--- config.mk ---
export PLATFORM = sky130hd
export DESIGN_NAME = elevator_car_controller
export DESIGN_NICKNAME = d
export VERILOG_FILES = /design/src/rtl/elevator_pkg.sv /design/src/rtl/elevator_car_controller_key_debouncer.sv /design/src/rtl/elevator_car_controller.sv
export SDC_FILE = /design/constraint.sdc
export NUM_CORES = 1
export LEC_CHECK = 0
export CAP_MARGIN = 20
export CORE_UTILIZATION = 25
export CTS_BUF_LIST = sky130_fd_sc_hd__clkbuf_16
export DETAILED_ROUTE_END_ITERATION = 10
export DONT_BUFFER_PORTS = 1
export GPL_ROUTABILITY_DRIVEN = 0
export SETUP_SLACK_MARGIN = 0.02
export SKIP_LAST_GASP = 1
export SLEW_MARGIN = 10
export SYNTH_ARGS = -nofsm -noshare
export SYNTH_HDL_FRONTEND = slang
export SYNTH_SLANG_ARGS = --single-unit
--- constraint.sdc ---
create_clock -name clk -period 3.1 [get_ports clk]
set_input_delay 0.62 -clock clk [delete_from_list [all_inputs] [get_ports clk]]
set_output_delay 0.62 -clock clk [all_outputs]
set_load 0.02 [all_outputs]
--- src/rtl/elevator_pkg.sv ---
// elevator_pkg: shared state type, key constants and floor-mask helpers
package elevator_pkg;
    typedef enum logic [1:0] {IDLE, MOVE, DOOR} state_t;
    typedef struct packed {logic valid; logic [1:0] floor;} floor_sel_t;
    localparam logic [3:0] KEY_NONE = 4'b1111;
    function automatic floor_sel_t onehot_to_floor(input logic [3:0] k);
        return '{valid: k inside {4'b0001, 4'b0010, 4'b0100, 4'b1000}, floor: {k[3] | k[2], k[3] | k[1]}};
    endfunction
    function automatic logic any_above(input logic [3:0] mask, input logic [1:0] f);
        return |(mask >> (3'(f) + 3'd1));
    endfunction
    function automatic logic any_below(input logic [3:0] mask, input logic [1:0] f);
        return |(mask & ((4'd1 << f) - 4'd1));
    endfunction
endpackage

--- src/rtl/elevator_car_controller_key_debouncer.sv ---
// key_debouncer: registers the scanner code, waits for stability and emits one accept per press
module key_debouncer
    import elevator_pkg::*;
#(
    parameter int DEBOUNCE_CYCLES = 100_000
) (
    input  logic       clk,
    input  logic       rst_n,
    input  logic [3:0] key_code,
    output logic       accept,
    output logic [1:0] floor
);
    localparam int CW = $clog2(DEBOUNCE_CYCLES + 1);
    logic [3:0] key_q;
    logic [CW-1:0] cnt;
    logic latch, stable;
    floor_sel_t dec;
    always_comb begin
        stable = cnt == CW'(DEBOUNCE_CYCLES - 1);
        dec = onehot_to_floor(key_q);
        accept = stable && dec.valid && !latch;
        floor = dec.floor;
    end
    // counter saturates once stable so a held key keeps reporting stable without re-accepting
    always_ff @(posedge clk or negedge rst_n) begin
        if (!rst_n) begin
            key_q <= KEY_NONE;
            cnt <= '0;
            latch <= 1'b0;
        end else begin
            key_q <= key_code;
            cnt <= key_code != key_q ? '0 : stable ? cnt : cnt + 1'b1;
            latch <= accept ? 1'b1 : (stable && key_q == KEY_NONE) ? 1'b0 : latch;
        end
    end
endmodule

--- src/rtl/elevator_car_controller.sv ---
// elevator_car_controller: debounced floor requests drive a single car through move and door cycles
module elevator_car_controller
    import elevator_pkg::*;
#(
    parameter int NUM_FLOORS      = 4,
    parameter int DEBOUNCE_CYCLES = 100_000,
    parameter int TRAVEL_CYCLES   = 50_000_000,
    parameter int DOOR_CYCLES     = 100_000_000
) (
    input  logic                  clk,
    input  logic                  rst_n,
    input  logic [3:0]            key_code,
    output logic [1:0]            current_floor,
    output logic [NUM_FLOORS-1:0] pending,
    output logic                  moving,
    output logic                  dir_up,
    output logic                  door_open,
    output logic                  req_ack
);
    localparam int TW = $clog2(TRAVEL_CYCLES + 1);
    localparam int DW = $clog2(DOOR_CYCLES + 1);
    state_t state;
    logic [TW-1:0] tcnt;
    logic [DW-1:0] dcnt;
    logic acc, here, tdone, ddone;
    logic [1:0] af, nf;
    logic [3:0] abit, pm, pc;
    key_debouncer #(.DEBOUNCE_CYCLES(DEBOUNCE_CYCLES)) u_deb (
        .clk(clk), .rst_n(rst_n), .key_code(key_code), .accept(acc), .floor(af)
    );
    always_comb begin
        abit = acc ? 4'b0001 << af : 4'b0000;
        pm = pending | abit;
        here = acc && af == current_floor;
        tdone = tcnt == TW'(TRAVEL_CYCLES - 1);
        ddone = dcnt == DW'(DOOR_CYCLES - 1);
        nf = dir_up ? (current_floor == 2'd3 ? 2'd3 : current_floor + 2'd1)
                    : (current_floor == 2'd0 ? 2'd0 : current_floor - 2'd1);
        pc = pm & ~(4'b0001 << nf);
    end
    always_ff @(posedge clk or negedge rst_n) begin
        if (!rst_n) begin
            state <= IDLE;
            current_floor <= '0;
            pending <= '0;
            moving <= 1'b0;
            dir_up <= 1'b1;
            door_open <= 1'b0;
            req_ack <= 1'b0;
            tcnt <= '0;
            dcnt <= '0;
        end else begin
            req_ack <= acc;
            case (state)
                IDLE: begin
                    if (here) begin
                        state <= DOOR;
                        door_open <= 1'b1;
                        dcnt <= '0;
                    end else begin
                        pending <= pm;
                        if (pending != '0) begin
                            state <= MOVE;
                            moving <= 1'b1;
                            tcnt <= '0;
                            dir_up <= (dir_up && any_above(pending, current_floor)) || !any_below(pending, current_floor);
                        end
                    end
                end
                MOVE: begin
                    if (tdone) begin
                        current_floor <= nf;
                        tcnt <= '0;
                        // a same-cycle request for the arrival floor is served by this stop
                        if (pm[nf]) begin
                            pending <= pc;
                            state <= DOOR;
                            moving <= 1'b0;
                            door_open <= 1'b1;
                            dcnt <= '0;
                        end else begin
                            pending <= pm;
                            dir_up <= dir_up ? any_above(pm, nf) : !any_below(pm, nf);
                        end
                    end else begin
                        tcnt <= tcnt + 1'b1;
                        pending <= pm;
                    end
                end
                DOOR: begin
                    pending <= here ? pending : pm;
                    if (here) dcnt <= '0;
                    else if (ddone) begin
                        state <= IDLE;
                        door_open <= 1'b0;
                        dcnt <= '0;
                    end else dcnt <= dcnt + 1'b1;
                end
                default: state <= IDLE;
            endcase
        end
    end
endmodule

* Yosys cells after proc, flatten, opt, wreduce, memory -nomap -nowiden
Cells that the tools add are included.
Storage, ports and cells: bits in writable memories 0, ROM bits 0, bits in latches 0, bits in registers 87, logic and storage cells 136, memories kept 0, output and inout bits 10, input bits 6
Cells by class: multipliers 0, reduce and logical (&&, ||, !) cells 30, bitwise gates (word level) 7, div/mod/pow operators 0, multiplexer cells 48, add/sub/neg operators 9, equal/unequal tests 24, shift-type cells 5, magnitude comparators 1
Operators by type and width (number):
- $mux 27 | 5
- $pmux 27 s3 | 1
- $mux 26 | 3
- $pmux 26 s2 | 1
- $mux 17 | 2
- $add 27x1->27 const B | 1
- $eq 27x27->1 const B | 1
- $add 26x1->26 const B | 1
- $eq 26x26->1 const B | 1
- $ne 2x2->1 const B | 10
- $mux 2 | 9
- $add 17x1->17 const B | 1
- $eq 17x17->1 const B | 1
- $mux 1 | 17
- $mux 4 | 4
- $reduce_or 4->1 | 4
- $reduce_and 5->1 | 3
- $and 4x4->4 | 3
- $shl 1x2->4 const A | 3
- $eq 4x4->1 const B | 2
- $pmux 4 s2 | 1
- $reduce_bool 4->1 | 2
- $shr 4x3->4 | 2
- $sub 4x1->4 const B | 2
- 30 further kinds | 44

* Longest topological paths before layout
word-level depth 13, depth in mapped cells 9, gate-level depth less buffers 8

* Modules after synthesis
Synthesis repeated with hierarchy kept, for this count alone.
Unflattened totals: cells, all modules 566, area total of the unflattened synthesis 5019.8 um2
By module, submodules not included:
- elevator_car_controller | cells an instance 433, times used 1, area each 3756.1 um2, sequential area each 1627.8 um2
- key_debouncer | cells an instance 133, times used 1, area each 1263.7 um2, sequential area each 555.5 um2

* Worst setup path after synthesis
No wires, ideal clock.
path type reg-to-reg, start point register u_deb.cnt[11], end point register dcnt[9], path buffers 2, stages on the path, launching flop included 9, clock period less this slack 2.512 ns, data required time 2.963 ns, setup time 0.137 ns, arrival time 2.375 ns, slack 0.588 ns, cells stage by stage dfrtp_1 -> or4_4 -> or4_4 -> a2111oi_4 -> buf_6 -> o21ai_2 -> o21ai_4 -> buf_8 -> a31oi_1
On the way: longest elaborated chain between the ends 9, elaborated cells between the ends (all ways) 13, those cells by class eq/ne: 3; mux: 5; bitwise: 1; reduce/logical: 4
RTL lines:
- from (decl) | line elevator_car_controller_key_debouncer.sv:15 | logic [CW-1:0] cnt;
- from (signal assigned) | line elevator_car_controller_key_debouncer.sv:32 | cnt <= key_code != key_q ? '0 : stable ? cnt : cnt + 1'b1;
- $eq 17x17->1 * | line elevator_car_controller_key_debouncer.sv:19 | stable = cnt == CW'(DEBOUNCE_CYCLES - 1);
- $logic_and 1x1->1 * (2 in series) | line elevator_car_controller_key_debouncer.sv:21 | accept = stable && dec.valid && !latch;
- $mux 4 | line elevator_car_controller.sv:32 | abit = acc ? 4'b0001 << af : 4'b0000;
- $or 4x4->4 | line elevator_car_controller.sv:33 | pm = pending | abit;
- $bmux 1 s2 | line elevator_car_controller.sv:75 | if (pm[nf]) begin
- $mux 1 (not written as such) | line elevator_car_controller.sv:75
- $ne 2x2->1 (no source line)
- $reduce_and 4->1 (no source line)
- to (signal assigned) | line elevator_car_controller.sv:97 | end else dcnt <= dcnt + 1'b1;
- to (decl) | line elevator_car_controller.sv:24 | logic [DW-1:0] dcnt;
Mark *: on every way between the ends. The rest lies on a longest branch, timed or not. The select of a mux whose other input is x is not followed. A chain may end at the register's enable or synchronous reset.

* Worst setup path after layout
start point register u_deb.cnt[11], end point register dcnt[11]
The elaborated chain is that of the path after synthesis.

==> impl_metrics.py <==
metrics = {
    "outcome": {
        "status": "completed",
    },
    "timing": {
        "tns_ns": 0,
        "slew_headroom": 0.420,
        "fin_worst_skew_ns": 0.00964,
        "slew_viol_final": 0,
        "clock.fmax_mhz": 366,
        "period_share": 0.881,
        "setup_viol": 0,
        "fin_ws_ns": 0.370,
        "hold_violations": 0,
        "tightest_slew_ns": 0.868,
        "rsz0062_at_grt": "false",
        "min_period_ns": 2.73,
    },
    "cts": {
        "h-tree-depth": 3,
        "cts_tree": "built",
        "cts_resized": 0,
        "clkLatencyLatePin_ns": 0.35,
        "cts_max_path_buffers": 2,
        "path_clk_slew_ns": 0.07,
        "cts-root-buf": "clkbuf_16",
        "cts_sinks": 87,
        "cts_buffers": 9,
    },
    "critical_path": {
        "r2r_cells": 8,
        "critPathMaxFanout": 27,
        "start_kind": "flop",
        "crit_path_end_kind": "flop",
        "r2r_slack_ns": 0.37,
        "cp_slowest_cell": "or4_4",
        "r2r_end": "dcnt[11]$_DFFE_PN0P_",
        "critical_path.max_stage_delay_ns": 0.57,
        "worstPathCellList": "or4_4, nor4_1, buf_4, nand3_1, o21a_1, o21ai_4, buf_4, a31oi_1",
        "critPathKind": "flop to flop",
        "r2r_start": "u_deb.cnt[11]$_DFFE_PN0P_",
        "critPathArrivalTime_ns": 2.95,
        "cpMostUsedCell": "buf_4",
        "required_ns": 3.32,
    },
    "placed_design": {
        "dpl-instance-area_um2": 5240,
        "place_inst": 817,
        "dpl_worst_slack_ns": 0.372,
        "io_buffers": 0,
        "hpwl_um": 7240,
    },
    "floorplan": {
        "die_area_um2": 20400,
        "start_util": 0.254,
        "core_um2": 19500,
        "io_pins": 16,
        "die_y_um": 143,
        "die_w_um": 143,
        "rows": 51,
    },
    "yosys": {
        "synth_nets": 574,
        "syn_area_per_cell_um2": 8.77,
        "ys_seq_elements": 87,
        "synth_flop_cell": "dfrtp_1",
        "yosysUniqueCellTypes": 62,
        "synthArstFlopShare": 1.00,
        "synth_warnings": 0,
        "syn-cell-area_um2": 4950,
        "synth-edff-count": 0,
        "synthCells": 565,
        "ys_seq_area_frac": 0.441,
    },
    "final_layout": {
        "nNetsFinal": 573,
        "drive_above_1_share": 0.0879,
        "final_cell_count_no_fill": 834,
        "design_area_um2": 5550,
        "diodes": 0,
        "area_growth_pct": 12.0,
    },
    "worst_hold_path": {
        "hold_path_class": "input pin to async pin",
    },
    "routing": {
        "drt-total-wl_um": 11100,
        "drtIter0Drc": 268,
        "ant_nets": 0,
        "wl_met2_um": 5070,
        "met1_length_um": 5430,
        "dr.pass1.iters": 5,
        "vias": 4202,
        "top_layer_used": "met4",
        "wl_met3_um": 466,
        "drc_errors": 0,
        "routedWlPerCell_um": 13.3,
        "via_per_inst": 5.04,
    },
    "global_routing": {
        "grtUsageTotal": 0.117,
        "grt_pass1_vias": 3828,
        "grt_overflow": 0,
        "grt_max_degree": 83,
        "antenna_found_initial": 0,
        "grt_pass1_wl_um": 19100,
    },
    "power": {
        "p_per_area_nw_per_um2": 403,
        "peakVddDrop_mv": 0.378,
        "cellLeakagePower_nw": 2.16,
    },
    "run": {
        "maxCapViolCount": 0,
    },
}
## per-stage QoR
step                power [W]  utilization  hold WS, ns
floorplan             0.00119            -        0.324
global placement      0.00120        0.269        0.331
detailed placement    0.00120        0.269        0.331
CTS                   0.00228        0.285       0.0918
global route          0.00233        0.285       0.0892
finish                0.00224        0.285        0.110
## cell families (layout without fill, tap and decap cells)
group                      after synthesis  count (layout)  synth area share
and+or+nand+nor                        236             236             0.243
xor gates and xnor gates                25              25            0.0442
muxes                                    3               3           0.00632
buffers and inverters                   43              47            0.0437
AOI/OAI and AO/OA                      168             168             0.214
adders and majority gates                3               3           0.00758
DFF                                     87              87             0.441
## layer usage
layer	up-vias	global-route usage
li1	2099	-
met1	2023	0.162
met2	70	0.178
met3	10	0.0302
met4	0	0.0340
met5	-	0
## flip-flops by register name (all words and copies together) (netlist names)
register and flops:
u_deb.key_q 4, req_ack 1, moving 1, u_deb.latch 1, door_open 1, state 2
current_floor 2, dir_up 1, pending 4, u_deb.cnt 17, dcnt 27, tcnt 26
## cell usage after synthesis (3+ instances only)
| master | count | area share |
|---|---|---|
| nand2b_1 | 3 | 0.0038 |
| o22ai_1 | 3 | 0.0038 |
| nand4_1 | 19 | 0.024 |
| nor3b_1 | 4 | 0.0061 |
| a21o_1 | 4 | 0.0061 |
| or3_1 | 8 | 0.010 |
| o21ai_0 | 45 | 0.045 |
| or4_1 | 7 | 0.011 |
| xor2_1 | 17 | 0.030 |
| nand2_1 | 62 | 0.047 |
| buf_6 | 3 | 0.0068 |
| o31ai_1 | 7 | 0.011 |
| nand3_1 | 30 | 0.030 |
| and2_1 | 9 | 0.011 |
| and4_1 | 3 | 0.0053 |
| xnor2_1 | 8 | 0.014 |
| a21oi_1 | 33 | 0.033 |
| clkbuf_1 | 16 | 0.012 |
| inv_1 | 14 | 0.011 |
| a41oi_1 | 5 | 0.0088 |
| and3_1 | 16 | 0.020 |
| o21ai_1 | 8 | 0.0081 |
| dfstp_2 | 5 | 0.027 |
| buf_2 | 5 | 0.0051 |
| dfrtp_1 | 82 | 0.41 |
| nor3_1 | 8 | 0.0081 |
| nor4_1 | 7 | 0.0088 |
| a31oi_1 | 43 | 0.054 |
| nor2_1 | 50 | 0.038 |
| ha_1 | 3 | 0.0076 |
## where the power goes
part	internal [W]	leakage [nW]	switching, W
combinational	0.0000159	0.826	0.0000358
clock	0.000553	0.134	0.000481
sequential	0.00114	1.20	0.0000102
## worst max-delay path by stage
stage	start	end	slack (ns)
floorplan	u_deb.cnt[11]$_DFFE_PN0P_	dcnt[9]$_DFFE_PN0P_	0.59
global placement	u_deb.cnt[11]$_DFFE_PN0P_	dcnt[2]$_DFFE_PN0P_	0.40
detailed placement	u_deb.cnt[11]$_DFFE_PN0P_	dcnt[23]$_DFFE_PN0P_	0.37
CTS	u_deb.cnt[11]$_DFFE_PN0P_	dcnt[2]$_DFFE_PN0P_	0.35
global route	u_deb.cnt[11]$_DFFE_PN0P_	dcnt[2]$_DFFE_PN0P_	0.21
finish	u_deb.cnt[11]$_DFFE_PN0P_	dcnt[11]$_DFFE_PN0P_	0.37
## cell type report
type	count	area, um^2
Fill cell	2076	13900
Sequential cell	87	2180
Tap cell	265	332
Multi-Input combinational cell	435	2550
Inverter	15	56.3
Clock buffer	9	225
Clock inverter	7	57.6
Timing Repair Buffer	16	140
## placed cells by master (no fill, tap or decap), drive strengths merged, types with 9 or more instances in the layout
master,count
a21oi,33
a31oi,43
and2,9
and3,16
buf,16
clkbuf,9
dfrtp,82
inv,16
nand2,62
nand3,30
nand4,19
nor2,51
o21ai,55
or4,9
xor2,17
## repair_timing
action | CTS | global route
endpoints found under the hold margin | 82 | 0
setup buffers | 0 | 0
hold buffers | 1 | 0
## worst max-delay path: cells and delay by family (launching register included)
family          cells  cell delay (ns)
simple gates        3             1.05
compound gates      3             0.60
buf+inv             2             0.51
flops               1             0.43
No activity file was read; power rests on OpenSTA's default activity.
==> variant, RTL diff (same settings) <==
Change the parameter `TRAVEL_CYCLES` from 50_000_000 to 12_500_000.
--- a/src/rtl/elevator_car_controller.sv
+++ b/src/rtl/elevator_car_controller.sv
@@ -6,3 +6,3 @@
     parameter int DEBOUNCE_CYCLES = 100_000,
-    parameter int TRAVEL_CYCLES   = 50_000_000,
+    parameter int TRAVEL_CYCLES   = 12_500_000,
     parameter int DOOR_CYCLES     = 100_000_000
Formal check against the unedited RTL: same outputs for any inputs over 10 cycles, from zero or initial values and one cycle with rst_n low; that may be too few to reach the edited logic, so the function may still have changed.
==> variant against the original RTL <==
- routed wire length up 2.1%
- via count decreased by 4.5%
- cell count decreased by 2.3%
- power shrank 4.9%
- worst setup slack worse by 110 ps
- die area decreased by 2.1%
- worst hold slack gained 8.8 ps
- synthesized cell count decreased by 3.4%
- sequential cell count fell by 2
- non-clock buffer count stayed put
- cell area fell by 1.5%
- synthesized area is 2.1% lower
- largest cell class unchanged
==> variant: results (changes against the original RTL) <==
| Metric | Value |
|---|---|
| Worst-skew pair later-pin latency | 350 ps (about the same) |
| CTS root buffer | clkbuf_16 |
| Met3 Track Usage GR | 4.14% (+1.1 points) |
| WHS | 119 ps (+8.79 ps) |
| Biggest registers after layout | dcnt (27), tcnt (24), u_deb.cnt (17) |
| HP Class | in2async |
| Setup repair bufs after CTS | 0 (unchanged) |
| Clock transition at path regs | 60 ps |
| Share of layout cells above drive strength 1 | 8.29% (-0.50 points) |
| Filler cells | 1963 (-5.4%) |
| Commonest cells in the netlist | dfrtp_1 (80), nor2_1 (54), o21ai_0 (51), nand2_1 (46), a21oi_1 (36) |
| CTS Buf Count | 9 (unchanged) |
| # diodes | 0 (unchanged) |
| Leading area contributor after synthesis | dfrtp_1 |
| Worst Skew | 4.78 ps (-4.86 ps) |
| Synth warnings | 0 (unchanged) |
| First DRT Iteration DRCs | 241 (-10%) |
| R2r setup slk | 260 ps (-110 ps) |
| Max clock buf depth | 2 (unchanged) |
| Synth top area cells | dfrtp_1 (41%), o21ai_0 (5.3%), nor2_1 (4.2%) |
| # hold bufs at CTS | 1 (unchanged) |
| Non-Filler Instances | 815 (-2.3%) |
| Vias in the first global route | 3885 (+1.5%) |
| Maximum vdd drop | 0.000211 V (-44%) |
| Synth Area per Inst | 8.88 um2 (+1.3%) |
| Leakage power | 2.15 nW (-0.36%) |
| Final period util | 91.5% (+3.4 points) |
| CP Max Fanout | 29 (+7.4%) |
| Placed instance count | 798 (-2.3%) |
| Synth cell types | 63 (+1.6%) |
| Placed inst area | 5180 um2 (-1.0%) |
| DRT Pass-1 Iters | 5 (unchanged) |
| Initial antenna violation count | 0 (unchanged) |
| H-tree lvl count | 3 (unchanged) |
| Slew margin rel. | 34.8% (-7.2 points) |
| First-pass GRT wire length | 19.6 mm (+2.8%) |
| Status | finished clean |
| Seq/Total Area, Yosys | 44.0% (-0.077 points) |
| Syn nets | 555 (-3.3%) |
| Pin count of the biggest net entering global routing | 81 (-2.4%) |
| Met2 Resource Use GR | 19.2% (+1.5 points) |
| CP arrival | 3110 ps (+160 ps) |
| Vias | 4015 (-4.5%) |
| DP Wirelength | 7.67 mm (+6.0%) |
| Total GRT Usage | 12.3% (+0.64 points) |
| Routed WL | 11.4 mm (+2.1%) |
| Met1 Track Usage GR | 16.2% (+0.040 points) |
| IO buf count | 0 (unchanged) |
| Post-synth ARST share | 100% (unchanged) |
| PostCTS Resize Cnt | 0 (unchanged) |
variant: cell types whose count changed in the layout (fill, tap and decap cells not counted), moves of 5 or more:
cell	unedited run	this run
or4_1	7	12
a31oi_1	43	13
o21ai_0	45	51
nand2b_1	3	11
nand4_1	19	13
o31ai_1	7	13
o21ai_1	8	0
or3_1	8	21
nand2_1	62	46
nor2b_1	1	6
variant: final timing paths:
check	start	end	cells after the start
max in group asynchronous	rst_n	u_deb.cnt[4]	1
max reg2reg	u_deb.cnt[13]	dcnt[16]	7
min in group clk	key_code[1]	u_deb.key_q[1]	0
min	rst_n	u_deb.key_q[3]	0
min reg2reg	tcnt[13]	tcnt[13]	1
max	u_deb.cnt[13]	dcnt[16]	7
variant: cell type report:
class	instances	area [um2]	area share (%)
multi-input combinational	428	2570	47.1
timing repair buffer	16	140	2.57
inverter	10	37.5	0.687
clock buffer	9	225	4.12
clock inverter	7	27.5	0.504
tap	260	325	5.96
sequential	85	2130	39.1
variant: report_power, final:
| group | internal [mW] | switching, mW |
|---|---|---|
| Clock | 0.524 | 0.429 |
| Sequential | 1.12 | 0.00946 |
| Combinational | 0.0148 | 0.0346 |
variant: layer usage:
metal	share of wire, %	routed length [um]	up-vias
li1	-	-	2035
met1	48	5480	1900
met2	46	5230	65
met3	4.4	503	15
met4	1.2	136	0
met5	0	0	-
variant: kinds of logic after synthesis:
logic type                 count (synthesis)  share of synthesized area, %
adders and majority gates                  3                         0.774
and+or+nand+nor                          250                          28.1
buffers and inverters                     33                          2.89
xor gates and xnor gates                  27                          4.88
DFF                                       85                          44.0
AOI/OAI and AO/OA                        148                          19.3
variant: critical path: stages, from the launching register on:
cell and delay (ps):
dfrtp_1 400, or4b_1 680, nor3_2 300, o2111ai_1 210, o211ai_4 180, a21oi_2 300, or4_1 540, a21oi_1 150
